**config.mk**
```make
export PLATFORM = sky130hd
export DESIGN_NAME = pulse_counter
export DESIGN_NICKNAME = d
export VERILOG_FILES = /design/src/rtl/pulse_counter.sv
export SDC_FILE = /design/constraint.sdc
export NUM_CORES = 1
export LEC_CHECK = 0
export ABC_CLOCK_PERIOD_IN_PS = 1300
export BUFFER_PORTS_ARGS = -buffer_cell sky130_fd_sc_hd__clkbuf_2
export CAP_MARGIN = 30
export CORE_AREA = 2 2 39 41
export DETAILED_ROUTE_END_ITERATION = 8
export DIE_AREA = 0 0 41 43
export SLEW_MARGIN = 0
export SYNTH_ARGS = -nofsm -noshare
export SYNTH_HDL_FRONTEND = slang
export SYNTH_SLANG_ARGS = --single-unit
```
**constraint.sdc**
```tcl
create_clock -name clk -period 1.3 [get_ports clk]
set_clock_uncertainty 0.05 [all_clocks]
set_input_delay 0.195 -clock clk [delete_from_list [all_inputs] [get_ports clk]]
set_output_delay 0.195 -clock clk [all_outputs]
set_load 0.02 [all_outputs]
```
**src/rtl/pulse_counter.sv**
```systemverilog
// rtl/pulse_counter.sv - push-button one-pulser driving a LOW_BOUND..15 wrap counter with load and carry.
// Optional debounce stage enabled by defining PULSE_COUNTER_DEBOUNCE_EN.
module pulse_counter #(
  parameter logic [3:0] LOW_BOUND  = 4'd5,
  parameter int         DEB_CYCLES = 16
) (
  input  logic       clk,
  input  logic       rst,
  input  logic       clkPB,
  input  logic       ld,
  input  logic [3:0] par_in,
  output logic [3:0] Count_out,
  output logic       Co
);

  typedef enum logic [1:0] {
    WAIT_PRESS,
    PULSE,
    WAIT_RELEASE
  } state_t;

  if (DEB_CYCLES < 2) begin : g_deb_cycles_chk
    $error("pulse_counter: DEB_CYCLES must be >= 2");
  end

  logic       r_sync1;
  logic       r_sync2;
  logic       w_btn;
  state_t     r_state;
  logic       w_cnt_en;
  logic [3:0] w_ld_val;
  logic [3:0] r_count;
  logic       r_co;

  always_ff @(posedge clk) begin
    if (rst) begin
      r_sync1 <= 1'b0;
      r_sync2 <= 1'b0;
    end else begin
      r_sync1 <= clkPB;
      r_sync2 <= r_sync1;
    end
  end

`ifdef PULSE_COUNTER_DEBOUNCE_EN
  localparam int DW = $clog2(DEB_CYCLES) + 1;

  logic [DW-1:0] r_deb_cnt;
  logic          r_deb_prev;
  logic          r_deb_out;

  // Output follows the input once the count of matching samples fills the window.
  always_ff @(posedge clk) begin
    if (rst) begin
      r_deb_cnt  <= '0;
      r_deb_prev <= 1'b0;
      r_deb_out  <= 1'b0;
    end else begin
      r_deb_prev <= r_sync2;
      if (r_sync2 != r_deb_prev) begin
        r_deb_cnt <= '0;
      end else begin
        if (r_deb_cnt != DW'(DEB_CYCLES - 1)) begin
          r_deb_cnt <= r_deb_cnt + 1'b1;
        end
        if (r_deb_cnt >= DW'(DEB_CYCLES - 2)) begin
          r_deb_out <= r_sync2;
        end
      end
    end
  end

  assign w_btn = r_deb_out;
`else
  assign w_btn = r_sync2;
`endif

  always_ff @(posedge clk) begin
    if (rst) begin
      r_state <= WAIT_PRESS;
    end else begin
      case (r_state)
        WAIT_PRESS:   if (w_btn) r_state <= PULSE;
        PULSE:        r_state <= WAIT_RELEASE;
        WAIT_RELEASE: if (!w_btn) r_state <= WAIT_PRESS;
        default:      r_state <= WAIT_PRESS;
      endcase
    end
  end

  assign w_cnt_en = (r_state == PULSE);
  assign w_ld_val = (par_in < LOW_BOUND) ? LOW_BOUND : par_in;

  // Load wins over the enable; a coincident pulse is dropped, not held over.
  always_ff @(posedge clk) begin
    if (rst) begin
      r_count <= LOW_BOUND;
      r_co    <= 1'b0;
    end else if (ld) begin
      r_count <= w_ld_val;
      r_co    <= 1'b0;
    end else if (w_cnt_en) begin
      if (r_count == 4'd15) begin
        r_count <= LOW_BOUND;
        r_co    <= 1'b1;
      end else begin
        r_count <= r_count + 4'd1;
        r_co    <= 1'b0;
      end
    end else begin
      r_co <= 1'b0;
    end
  end

  assign Count_out = r_count;
  assign Co        = r_co;

endmodule

```
; Yosys cells after proc, flatten, opt, wreduce, memory -nomap -nowiden
; Index checks and enable logic that the tools add are counted.
[totals]
latch_bits = 0
elab_cells = 25
inputBits = 8
mem_bits_ro = 0
ram_bits = 0
memories = 0
regBits = 9
[classes]
n_eq_ne = 5
muxes = 8
order_cmp = 1
multipliers = 0
n_addsub = 1
bitwise_logic = 1
n_reduce_logical = 4
n_shift = 0
div_mod_pow = 0
[op_table]
columns = op, count
row1 = 4-bit 2-to-1 mux, 4
row2 = 2-bit case mux with 3 select lines, 1
row3 = "4-bit by 1-bit adder with 4-bit output, second input constant", 1
row4 = "4-bit == test, second input constant", 1
row5 = "4-bit by 3-bit less-than comparator with 1-bit output, second input constant", 1
row6 = 2-bit 2-to-1 mux, 2
row7 = "2-bit != test, second input constant", 2
row8 = 3-bit OR reduction, 1
row9 = "2-bit by 1-bit == test with 1-bit output, second input constant", 1
row10 = "2-bit == test, second input constant", 1
row11 = 2-bit zero test, 1
row12 = 2-bit AND reduction, 1
row13 = 2-bit nonzero test, 1
row14 = 1-bit 2-to-1 mux, 1
row15 = 1-bit inverter, 1

; Longest topological paths before layout
; Gate-level depths: netlist (run 1).
[depth]
ltp_word = 4
mapped_depth = 4

; Worst setup path after synthesis (run 1)
; OpenSTA, ideal clock, no wires.
[synth_timing]
path_type = register -> register
start = register r_count[1], in the netlist Count_out[1]
end = register r_count[0], in the netlist Count_out[0]
slack_ns = -0.063
t_arrival_ns = 1.220
path_stages_with_launch = 5
synth_period_minus_slack_ns = 1.363
setup_ns = 0.093
path_cell_list = dfxtp_1 -> ha_1 -> nand3_2 -> and3_1 -> o311ai_2
[synth_via]
elab_chain_cells = 4
[synth_lines]
columns = item, line_no
row1 = "start, declared", 32  ; logic [3:0] r_count;
row2 = "start signal, assigned", 100  ; r_count <= w_ld_val;
row3 = "start signal, assigned", 107  ; r_count <= r_count + 4'd1;
row4 = 4-bit == test, 103  ; if (r_count == 4'd15) begin
row5 = 4-bit 2-to-1 mux, 103
row6 = 4-bit 2-to-1 mux, 102  ; end else if (w_cnt_en) begin
row7 = 4-bit 2-to-1 mux, 99  ; end else if (ld) begin
; Every way passes these cells. The select of a mux whose other input is x is not followed.
; A chain may end at the register's enable or synchronous reset.

; Worst setup path in the final report (run 1)
[layout_timing]
start = register r_count[0], in the netlist Count_out[0]
end = register r_count[0], in the netlist Count_out[0]
[layout_via]
elab_chain_cells = 4
elab_cells_between_ends = 5
cone_classes = 1 x add/sub / 1 x eq/ne / 3 x mux
[layout_lines]
columns = item, line_no
row1 = 4-bit by 1-bit adder with 4-bit output or 4-bit == test (tied branches), "107, 103"
row2 = 4-bit 2-to-1 mux *, 103
row3 = 4-bit 2-to-1 mux *, 102
row4 = 4-bit 2-to-1 mux *, 99
; Mark *: on every way between the ends. The rest lies on a longest branch, timed or not. The select of a mux whose other input is x is not followed.

==> results.json, run 1 <==
{
  "antennaDiodeCount": 0,
  "syn_avg_cell_area_um2": 10.5,
  "dp_slack_ns": 0.0449,
  "critPathRequiredTime_ns": 1.41,
  "ctsHoldBuffers": 0,
  "cts_root_buffer": "clkbuf_4",
  "synth_top_family_by_area": "simple AND/OR/NAND/NOR gates",
  "antenna_left": 0,
  "synth_seq_cells": 9,
  "grt_start_max_net_pins": 11,
  "nNetsFinal": 67,
  "post_cts_buffers": 0,
  "synthTopCellsByArea": "dfxtp_1, o311ai_2, a211oi_2",
  "cp_max_fo": 5,
  "synth_adder_area_share_pct": 2.90,
  "core_area_um2": 1380,
  "met1_usage_pct": 13.2,
  "cts_made_buffers": 3,
  "use_met2_pct": 17.2,
  "die_height_um": 43,
  "rows": 14,
  "fin_crit_ns": 1.21,
  "synth_cell_types": 24,
  "rsz0062_at_grt": "no",
  "synthXorXnorAreaFrac_pct": 2.03,
  "worstSetupPathType": "flip-flop to flip-flop",
  "worst_slew_pin_slew_ns": 0.258,
  "status": "complete, no violations",
  "clk_pin_slew_ns": 0.06,
  "hold_violations": 0,
  "leakage_nw": 0.223,
  "hold_class": "input port to flip-flop",
  "routed_wl_um": 823,
  "synth_top_cell_area_share_pct": 41.7,
  "fmaxAchievable_mhz": 827,
  "start_util_pct": 31.2,
  "die_area_um2": 1760,
  "portBuffers": 12,
  "route.vias.total": 367,
  "start_kind": "flip-flop",
  "final.setup.worst_slack_ns": 0.0910,
  "grt_first_pass_wirelength_um": 1370,
  "reg2reg_slack_ns": 0.09,
  "cap_violations": 0,
  "syn-instance-count": 41,
  "reg2reg_from": "Count_out[0]$_SDFFE_PP1P_",
  "synth_common_cells": "dfxtp_1, a21oi_1, nor2b_1, o21ai_0",
  "yosys.area_share.simple_pct": 27.0,
  "cts_max_level": 1,
  "synth_edf_count": 0,
  "ioPinCount": 13,
  "grt_pass1_vias": 307,
  "crit_arrival_ns": 1.32,
  "gp_congestion": 0.663,
  "dr.pass1.iters": 1,
  "grt.total_usage_pct": 12.3,
  "ctsLongestPathBuffers": 2,
  "finalSetupViolations": 0,
  "hpwl_um": 637,
  "clk_latency_ns": 0.25,
  "antenna_found_initial": 0,
  "drv_slew": 0,
  "yosysTopAreaCell": "dfxtp_1",
  "synth_warnings": 0,
  "yosysSeqAreaShare_pct": 41.7,
  "drive_above_1_share_pct": 45.6,
  "slew_headroom_pct": 82.6,
  "holdPathStages": 2,
  "synth_flop_cell": "dfxtp_1",
  "use_met3_pct": 9.42,
  "hp-start": "clkPB",
  "drtIter0Drc": 0,
  "end_kind": "flip-flop",
  "grt_overflow": 0,
  "cts.sinks": 9,
  "post-synth-top-count-cell": "dfxtp_1",
  "ir_worst_vdd_uv": 545,
  "via_per_inst": 5.03,
  "drc": 0,
  "synthesis.nets": 50,
  "async_flop_share_pct": 0,
  "worstReg2RegEnd": "Count_out[0]$_SDFFE_PP1P_",
  "cts_resized": 0,
  "cts_tree": "yes",
  "syn_area_um2": 432,
  "min_period_over_period_pct": 93.0,
  "wire_per_inst_um": 11.3,
  "area_delta_synth_final_pct": 28.7,
  "die_x_um": 41,
  "min_to": "r_sync1$_SDFF_PP0_",
  "grt-busiest-layer": "met2",
  "reg2reg_depth": 4,
  "final.setup.tns_ns": 0,
  "yosys-mux-area-fraction_pct": 0,
  "pwr_density_cell_nw_per_um2": 1080,
  "synth-compound-area-share_pct": 23.5
}
-- critical path, stage by stage, from the launching register on --
cell      delay, ns
dfxtp_2        0.38
ha_4           0.16
nand3_2        0.09
and3_1         0.20
o311ai_2       0.23
-- per-stage QoR --
step | utilization, % | power [mW] | instances | cell area [um^2] | hold slack [ns]
after detailed placement | 37.3 | 0.396 | 69 | 517 | 0.364
after CTS | 39.2 | 0.610 | 73 | 543 | 0.0959
after global placement | 37.3 | 0.394 | 69 | 517 | 0.365
after floorplan | - | 0.361 | 41 | 434 | 0.202
after global routing | 40.1 | 0.647 | 73 | 556 | 0.0908
final | 40.1 | 0.602 | 73 | 556 | 0.0974
-- logic make-up after synthesis --
| kind of cell | count (synthesis) |
|---|---|
| AOI/OAI and AO/OA | 12 |
| xor gates and xnor gates | 1 |
| adders and majority gates | 1 |
| buffers and inverters | 3 |
| DFF | 9 |
| and+or+nand+nor | 15 |
-- state kept, by name, summed over array words and instances, names as in the netlist --
register	count
Count_out	4
r_state	2
Co	1
r_sync1	1
r_sync2	1
-- layout make-up --
type | count | area [um^2]
well taps | 16 | 20.0
multi-input cells | 29 | 251
flip-flops and latches | 9 | 183
repair buffers | 13 | 67.6
clock buffers | 4 | 26.3
inverters | 2 | 7.51
fillers | 142 | 828
-- placed cells by master (no fill, tap or decap) --
cell	Yosys	layout
a211oi_2	2	2
a21oi_1	3	3
a22oi_1	1	1
and3_1	1	1
and3b_1	1	1
and4b_1	1	1
buf_4	0	1
clkbuf_1	0	1
clkbuf_2	0	12
clkbuf_4	0	3
dfxtp_1	9	7
dfxtp_2	0	2
ha_4	0	1
inv_1	2	2
nand2b_2	1	1
nand3_1	1	1
nand3_2	1	1
nand3b_1	1	1
nand4b_1	1	1
nor2_1	1	1
nor2b_1	3	3
nor2b_4	1	1
nor4_1	1	1
nor4b_1	1	1
o21ai_0	3	3
o22ai_1	1	1
o311ai_2	2	2
xor2_1	1	1
-- power breakdown --
group          switching [mW]  internal [mW]  total, mW
clock                  0.0915          0.118      0.209
combinational          0.0472         0.0421     0.0893
sequential             0.0141          0.290      0.304
-- worst max-delay path by stage --
stage	startpoint	end	depth (start not counted)
after floorplan	Count_out[1]$_SDFFE_PP0P_	Count_out[0]$_SDFFE_PP1P_	4
after global placement	Count_out[0]$_SDFFE_PP1P_	Count_out[1]$_SDFFE_PP0P_	4
after detailed placement	Count_out[0]$_SDFFE_PP1P_	Count_out[1]$_SDFFE_PP0P_	4
after CTS	Count_out[0]$_SDFFE_PP1P_	Count_out[1]$_SDFFE_PP0P_	4
after global routing	Count_out[0]$_SDFFE_PP1P_	Count_out[0]$_SDFFE_PP1P_	4
final	Count_out[0]$_SDFFE_PP1P_	Count_out[0]$_SDFFE_PP1P_	4
-- layer usage --
layer,vias up,wire [um],share of wire [%]
met5,-,0,0
met4,0,10,1.2
met3,2,51,6.2
met2,11,405,49
met1,168,356,43
li1,186,-,-
(Power assumes the default switching activity.)
==> run 2, diff against run 1 <==
--- a/config.mk
+++ b/config.mk
@@ -5,7 +5,7 @@
 export SDC_FILE = /design/constraint.sdc
 export NUM_CORES = 1
 export LEC_CHECK = 0
-export ABC_CLOCK_PERIOD_IN_PS = 1300
+export ABC_CLOCK_PERIOD_IN_PS = 1550
 export BUFFER_PORTS_ARGS = -buffer_cell sky130_fd_sc_hd__clkbuf_2
 export CAP_MARGIN = 30
 export CORE_AREA = 2 2 39 41
==> constraint.sdc (replaced) <==
create_clock -name clk -period 1.55 [get_ports clk]
set_clock_uncertainty 0.05 [all_clocks]
set_input_delay 0.2325 -clock clk [delete_from_list [all_inputs] [get_ports clk]]
set_output_delay 0.2325 -clock clk [all_outputs]
set_load 0.02 [all_outputs]
==> results.json, run 2 (synthesis results as in run 1) <==
{
  "ctsLongestPathBuffers": 2,
  "pwr-share-clk_pct": 35.5,
  "cts_root_buffer": "clkbuf_4",
  "ioPinCount": 13,
  "cts_resized": 0,
  "hpwl_um": 622,
  "final.setup.worst_slack_ns": 0.237,
  "grt.total_usage_pct": 12.5,
  "start_util_pct": 31.2,
  "grt_start_max_net_pins": 11,
  "grt_pass1_vias": 325,
  "clk_latency_ns": 0.26,
  "cp_max_fo": 4,
  "hold_violations": 0,
  "die_area_um2": 1760,
  "dp_slack_ns": 0.248,
  "ctsHoldBuffers": 0,
  "cap_violations": 0,
  "rows": 14,
  "switchingPower_mw": 0.127,
  "area_delta_synth_final_pct": 23.5,
  "die_x_um": 41,
  "min_to": "r_sync1$_SDFF_PP0_",
  "ir_worst_vdd_uv": 621,
  "final_cell_mix": "clkbuf_2, dfxtp_1",
  "slew_headroom_pct": 82.4,
  "fin_crit_ns": 1.31,
  "portBuffers": 12,
  "cts_max_level": 1,
  "cts.sinks": 9,
  "utilization_pct": 38.5,
  "cp_num_buf_inv": 0,
  "placed_area_um2": 507,
  "die_height_um": 43,
  "reg2reg_slack_ns": 0.24,
  "crit_family": "flip-flops",
  "crit_slowest_cell": "dfxtp_1",
  "route.vias.total": 354,
  "leakage_nw": 0.218,
  "drive_above_1_share_pct": 39.3,
  "p_int_mw": 0.372,
  "cts_made_buffers": 3,
  "cts_tree": "yes",
  "hp-start": "clkPB",
  "drtIter0Drc": 5,
  "reg2reg_from": "Count_out[1]$_SDFFE_PP0P_",
  "hold_class": "input port to flip-flop",
  "core_area_um2": 1380,
  "start_kind": "flip-flop",
  "pwr_density_cell_nw_per_um2": 935,
  "num-fill-cells": 137,
  "final.setup.tns_ns": 0,
  "sw_frac_of_total_pct": 25.4,
  "worstSetupPathType": "flip-flop to flip-flop",
  "dr.pass1.iters": 2,
  "worstReg2RegEnd": "Count_out[0]$_SDFFE_PP1P_",
  "drc": 0,
  "via_per_inst": 4.92,
  "reg2reg_depth": 4,
  "post_cts_buffers": 0,
  "fmaxAchievable_mhz": 761,
  "antennaDiodeCount": 0,
  "finalNonFillerCells": 72,
  "comb_power_share_pct": 13.8,
  "power_mw": 0.499,
  "grt_overflow": 0,
  "dp_cells": 68,
  "path_cells": "ha_1 -> nand3_2 -> and3_1 -> o311ai_2",
  "final_area_um2": 533,
  "holdPathStages": 2,
  "critPathRequiredTime_ns": 1.67,
  "worst_slew_pin_slew_ns": 0.261,
  "gp_congestion": 0.708,
  "slowest_delay_ns": 0.40,
  "end_kind": "flip-flop",
  "antenna_left": 0,
  "min_period_over_period_pct": 84.7,
  "wire_per_inst_um": 11.1,
  "antenna_found_initial": 0,
  "power_frac_seq_pct": 50.7,
  "drv_slew": 0,
  "nNetsFinal": 66,
  "finalSetupViolations": 0,
  "clk_pin_slew_ns": 0.06,
  "largest_reg_flops": 4,
  "layout_commonest_cell": "clkbuf_2",
  "hold_ws_ns": 0.153,
  "rsz0062_at_grt": "no",
  "grt_first_pass_wirelength_um": 1390,
  "routed_wl_um": 801,
  "crit_arrival_ns": 1.43,
  "status": "complete, no violations"
}
-- run 2: cell count changes in the layout (fill, tap and decap cells not counted) --
cell,previous run,this run
buf_4,1,0
dfxtp_1,7,9
dfxtp_2,2,0
ha_1,0,1
ha_4,1,0
-- run 2: cell type report --
| cell class | instances | area (um^2) | share of cell area [%] |
|---|---|---|---|
| inverter | 2 | 7.51 | 1.41 |
| clock buffer | 4 | 26.3 | 4.93 |
| multi-input combinational | 29 | 239 | 44.8 |
| timing repair buffer | 12 | 60.1 | 11.3 |
| tap | 16 | 20.0 | 3.76 |
| sequential | 9 | 180 | 33.8 |
-- run 2: worst max-delay path by stage --
stage | slack (ns) | cells after the start | end | startpoint
after detailed placement | 0.25 | 4 | Count_out[0]$_SDFFE_PP1P_ | Count_out[1]$_SDFFE_PP0P_
after global routing | 0.16 | 4 | Count_out[0]$_SDFFE_PP1P_ | Count_out[1]$_SDFFE_PP0P_
after global placement | 0.22 | 4 | Count_out[0]$_SDFFE_PP1P_ | Count_out[1]$_SDFFE_PP0P_
after floorplan | 0.19 | 4 | Count_out[0]$_SDFFE_PP1P_ | Count_out[1]$_SDFFE_PP0P_
after CTS | 0.23 | 4 | Count_out[0]$_SDFFE_PP1P_ | Count_out[1]$_SDFFE_PP0P_
final | 0.24 | 4 | Count_out[0]$_SDFFE_PP1P_ | Count_out[1]$_SDFFE_PP0P_
-- run 2: layer usage --
| layer | vias to the layer above | GRT usage (%) | wire (um) | part of all wire, % |
|---|---|---|---|---|
| met3 | 2 | 9.42 | 62 | 7.7 |
| met1 | 158 | 14.8 | 380 | 47 |
| met4 | 0 | 6.00 | 12 | 1.5 |
| li1 | 184 | - | - | - |
| met5 | - | 0 | 0 | 0 |
| met2 | 10 | 15.9 | 346 | 43 |
-- run 2: worst reg2reg max path: stages, from the launching register on --
cell and delay [ns]:
dfxtp_1 0.40, ha_1 0.23, nand3_2 0.10, and3_1 0.21
o311ai_2 0.23
-- run 2: power groups by stage --
stage / Clock [mW] / Combinational (mW) / Sequential [mW]
global placement: 0 / 0.0691 / 0.258
floorplan: 0 / 0.0369 / 0.265
CTS: 0.185 / 0.0696 / 0.253
finish: 0.177 / 0.0688 / 0.253
detailed placement: 0 / 0.0695 / 0.258
global route: 0.200 / 0.0767 / 0.255
==> run 3, diff against run 2 <==
--- a/config.mk
+++ b/config.mk
@@ -5,7 +5,8 @@
 export SDC_FILE = /design/constraint.sdc
 export NUM_CORES = 1
 export LEC_CHECK = 0
-export ABC_CLOCK_PERIOD_IN_PS = 1550
+export ABC_AREA = 1
+export ABC_CLOCK_PERIOD_IN_PS = 1100
 export BUFFER_PORTS_ARGS = -buffer_cell sky130_fd_sc_hd__clkbuf_2
 export CAP_MARGIN = 30
 export CORE_AREA = 2 2 39 41
==> constraint.sdc (replaced) <==
create_clock -name clk -period 1.1 [get_ports clk]
set_clock_uncertainty 0.05 [all_clocks]
set_input_delay 0.165 -clock clk [delete_from_list [all_inputs] [get_ports clk]]
set_output_delay 0.165 -clock clk [all_outputs]
set_load 0.02 [all_outputs]
==> results.json, run 3 <==
{
  "status": "complete, no violations",
  "yosys.area_share.simple_pct": 35.6,
  "min_period_over_period_pct": 99.0,
  "yosys-mux-area-fraction_pct": 0,
  "holdPathStages": 3,
  "largest_reg_flops": 4,
  "rows": 14,
  "end_kind": "primary output",
  "route.vias.total": 454,
  "synth_top_family_by_area": "simple AND/OR/NAND/NOR gates",
  "synth_top_cell_area_share_pct": 40.0,
  "nNetsFinal": 91,
  "dp_slack_ns": -0.0168,
  "synth_edf_count": 0,
  "slew_headroom_pct": 87.7,
  "syn_avg_cell_area_um2": 7.15,
  "synth_common_cells": "nand2_1, dfxtp_1, inv_1, nand3_1, nor2_1",
  "cp_max_fo": 5,
  "async_flop_share_pct": 0,
  "worst_slew_pin_slew_ns": 0.183,
  "post-synth-top-count-cell": "nand2_1",
  "cts_max_level": 1,
  "hold_ws_ns": 0.0382,
  "grt.total_usage_pct": 14.4,
  "slowest_delay_ns": 0.36,
  "seqCellArea_um2": 190,
  "drtIter0Drc": 7,
  "reg2reg_depth": 6,
  "antennaDiodeCount": 0,
  "cp_num_buf_inv": 2,
  "synth_adder_area_share_pct": 2.78,
  "yosysTopAreaCell": "dfxtp_1",
  "final_cell_mix": "nand2_1, clkbuf_2, inv_1",
  "path_cells": "buf_6 -> buf_8",
  "cts_tree": "yes",
  "synth-compound-area-share_pct": 10.6,
  "portBuffers": 12,
  "grt_overflow": 0,
  "power_mw": 0.784,
  "utilization_pct": 45.3,
  "pwr_density_cell_nw_per_um2": 1250,
  "core_area_um2": 1380,
  "cts.sinks": 9,
  "synth_seq_cells": 9,
  "dp_cells": 93,
  "crit_path_start": "Count_out[0]$_SDFFE_PP1P_",
  "ctsLongestPathBuffers": 2,
  "cts_made_buffers": 3,
  "hold_violations": 0,
  "worstReg2RegEnd": "Count_out[3]$_SDFFE_PP0P_",
  "start_util_pct": 32.5,
  "crit_family": "flip-flops",
  "reg2reg_slack_ns": 0.02,
  "synthesis.nets": 72,
  "leakage_nw": 0.301,
  "clk_latency_ns": 0.27,
  "dr.pass1.iters": 4,
  "crit_arrival_ns": 0.87,
  "antenna_found_initial": 0,
  "die_x_um": 41,
  "drv_slew": 0,
  "final.setup.worst_slack_ns": 0.0110,
  "finalNonFillerCells": 97,
  "drive_above_1_share_pct": 37.0,
  "yosysSeqAreaShare_pct": 40.0,
  "antenna_left": 0,
  "clk_pin_slew_ns": 0.07,
  "hold_class": "input port to flip-flop",
  "fmaxAchievable_mhz": 918,
  "cts_root_buffer": "clkbuf_4",
  "synth_flop_cell": "dfxtp_1",
  "post_cts_buffers": 0,
  "min_to": "r_sync1$_SDFF_PP0_",
  "synth_warnings": 0,
  "hp-start": "clkPB",
  "synthXorXnorAreaFrac_pct": 1.94,
  "grt_first_pass_wirelength_um": 1660,
  "wire_per_inst_um": 10.0,
  "start_kind": "flip-flop",
  "reg2reg_from": "Count_out[0]$_SDFFE_PP1P_",
  "layout_commonest_cell": "nand2_1",
  "finalSetupViolations": 0,
  "worstSetupPathType": "flip-flop to primary output",
  "synth_cell_types": 19,
  "ir_worst_vdd_uv": 590,
  "rsz0062_at_grt": "yes",
  "cap_violations": 0,
  "grt_pass1_vias": 416,
  "gp_congestion": 0.748,
  "via_per_inst": 4.68,
  "area_delta_synth_final_pct": 39.2,
  "routed_wl_um": 971,
  "num-fill-cells": 146,
  "fin_crit_ns": 1.09,
  "critPathRequiredTime_ns": 0.88,
  "die_height_um": 43,
  "crit_slowest_cell": "dfxtp_4",
  "die_area_um2": 1760,
  "drc": 0,
  "grt_start_max_net_pins": 9,
  "syn-instance-count": 63,
  "ioPinCount": 13,
  "synthTopCellsByArea": "dfxtp_1, nand2_1, nand3_1",
  "hpwl_um": 738,
  "multi_input_area_um2": 246,
  "syn_area_um2": 450
}
[run 3: logic make-up (layout without fill, tap and decap cells)]
| logic type | after synthesis | in the layout |
|---|---|---|
| compound gates | 6 | 6 |
| xor+xnor | 1 | 1 |
| fa+ha+maj | 1 | 1 |
| buf+inv | 11 | 29 |
| flops | 9 | 9 |
| simple gates | 35 | 35 |
[run 3: final cells by class]
type	count	area share, %
clock buffers	4	4.19
inverters	11	6.59
multi-input cells	43	39.3
flip-flops and latches	9	30.3
well taps	16	3.19
repair buffers	14	16.4
[run 3: tightest hold or removal path, cell delays in order]
cell,delay (ns)
clkbuf_2,0.08
inv_1,0.04
nor2_1,0.03
[run 3: worst max-delay path by stage]
stage	to	cells after the start
detailed placement	Count_out[3]$_SDFFE_PP0P_	6
floorplan	Count_out[3]$_SDFFE_PP0P_	6
global placement	Count_out[3]$_SDFFE_PP0P_	6
CTS	Count_out[0]	2
finish	Count_out[0]	2
global route	Count_out[3]$_SDFFE_PP0P_	6
[run 3: metrics by stage]
stage	TNS, ns	cell area (um^2)
after floorplan	-0.00261	455
after global placement	0	551
after detailed placement	-0.0168	551
after CTS	-0.0666	604
after global routing	-0.0425	627
final	0	627
[run 3: routing by layer]
metal  vias up  track usage [%]  share of wire (%)
li1        239                -                  -
met1       195             17.8                 46
met2        17             20.9                 47
met3         3             3.14                5.5
met4         0             10.0                1.5
met5         -                0                  0
[run 3: repair_timing]
action                     CTS  global route
pin swaps                    0             1
hold buffers                 0             0
setup endpoints to repair    5             8
resized for setup            7             7
[run 3: power by group]
part / switching [mW] / total, mW / internal (mW)
sequential: 0.0184 / 0.361 / 0.343
clock: 0.126 / 0.266 / 0.140
combinational: 0.0807 / 0.158 / 0.0768
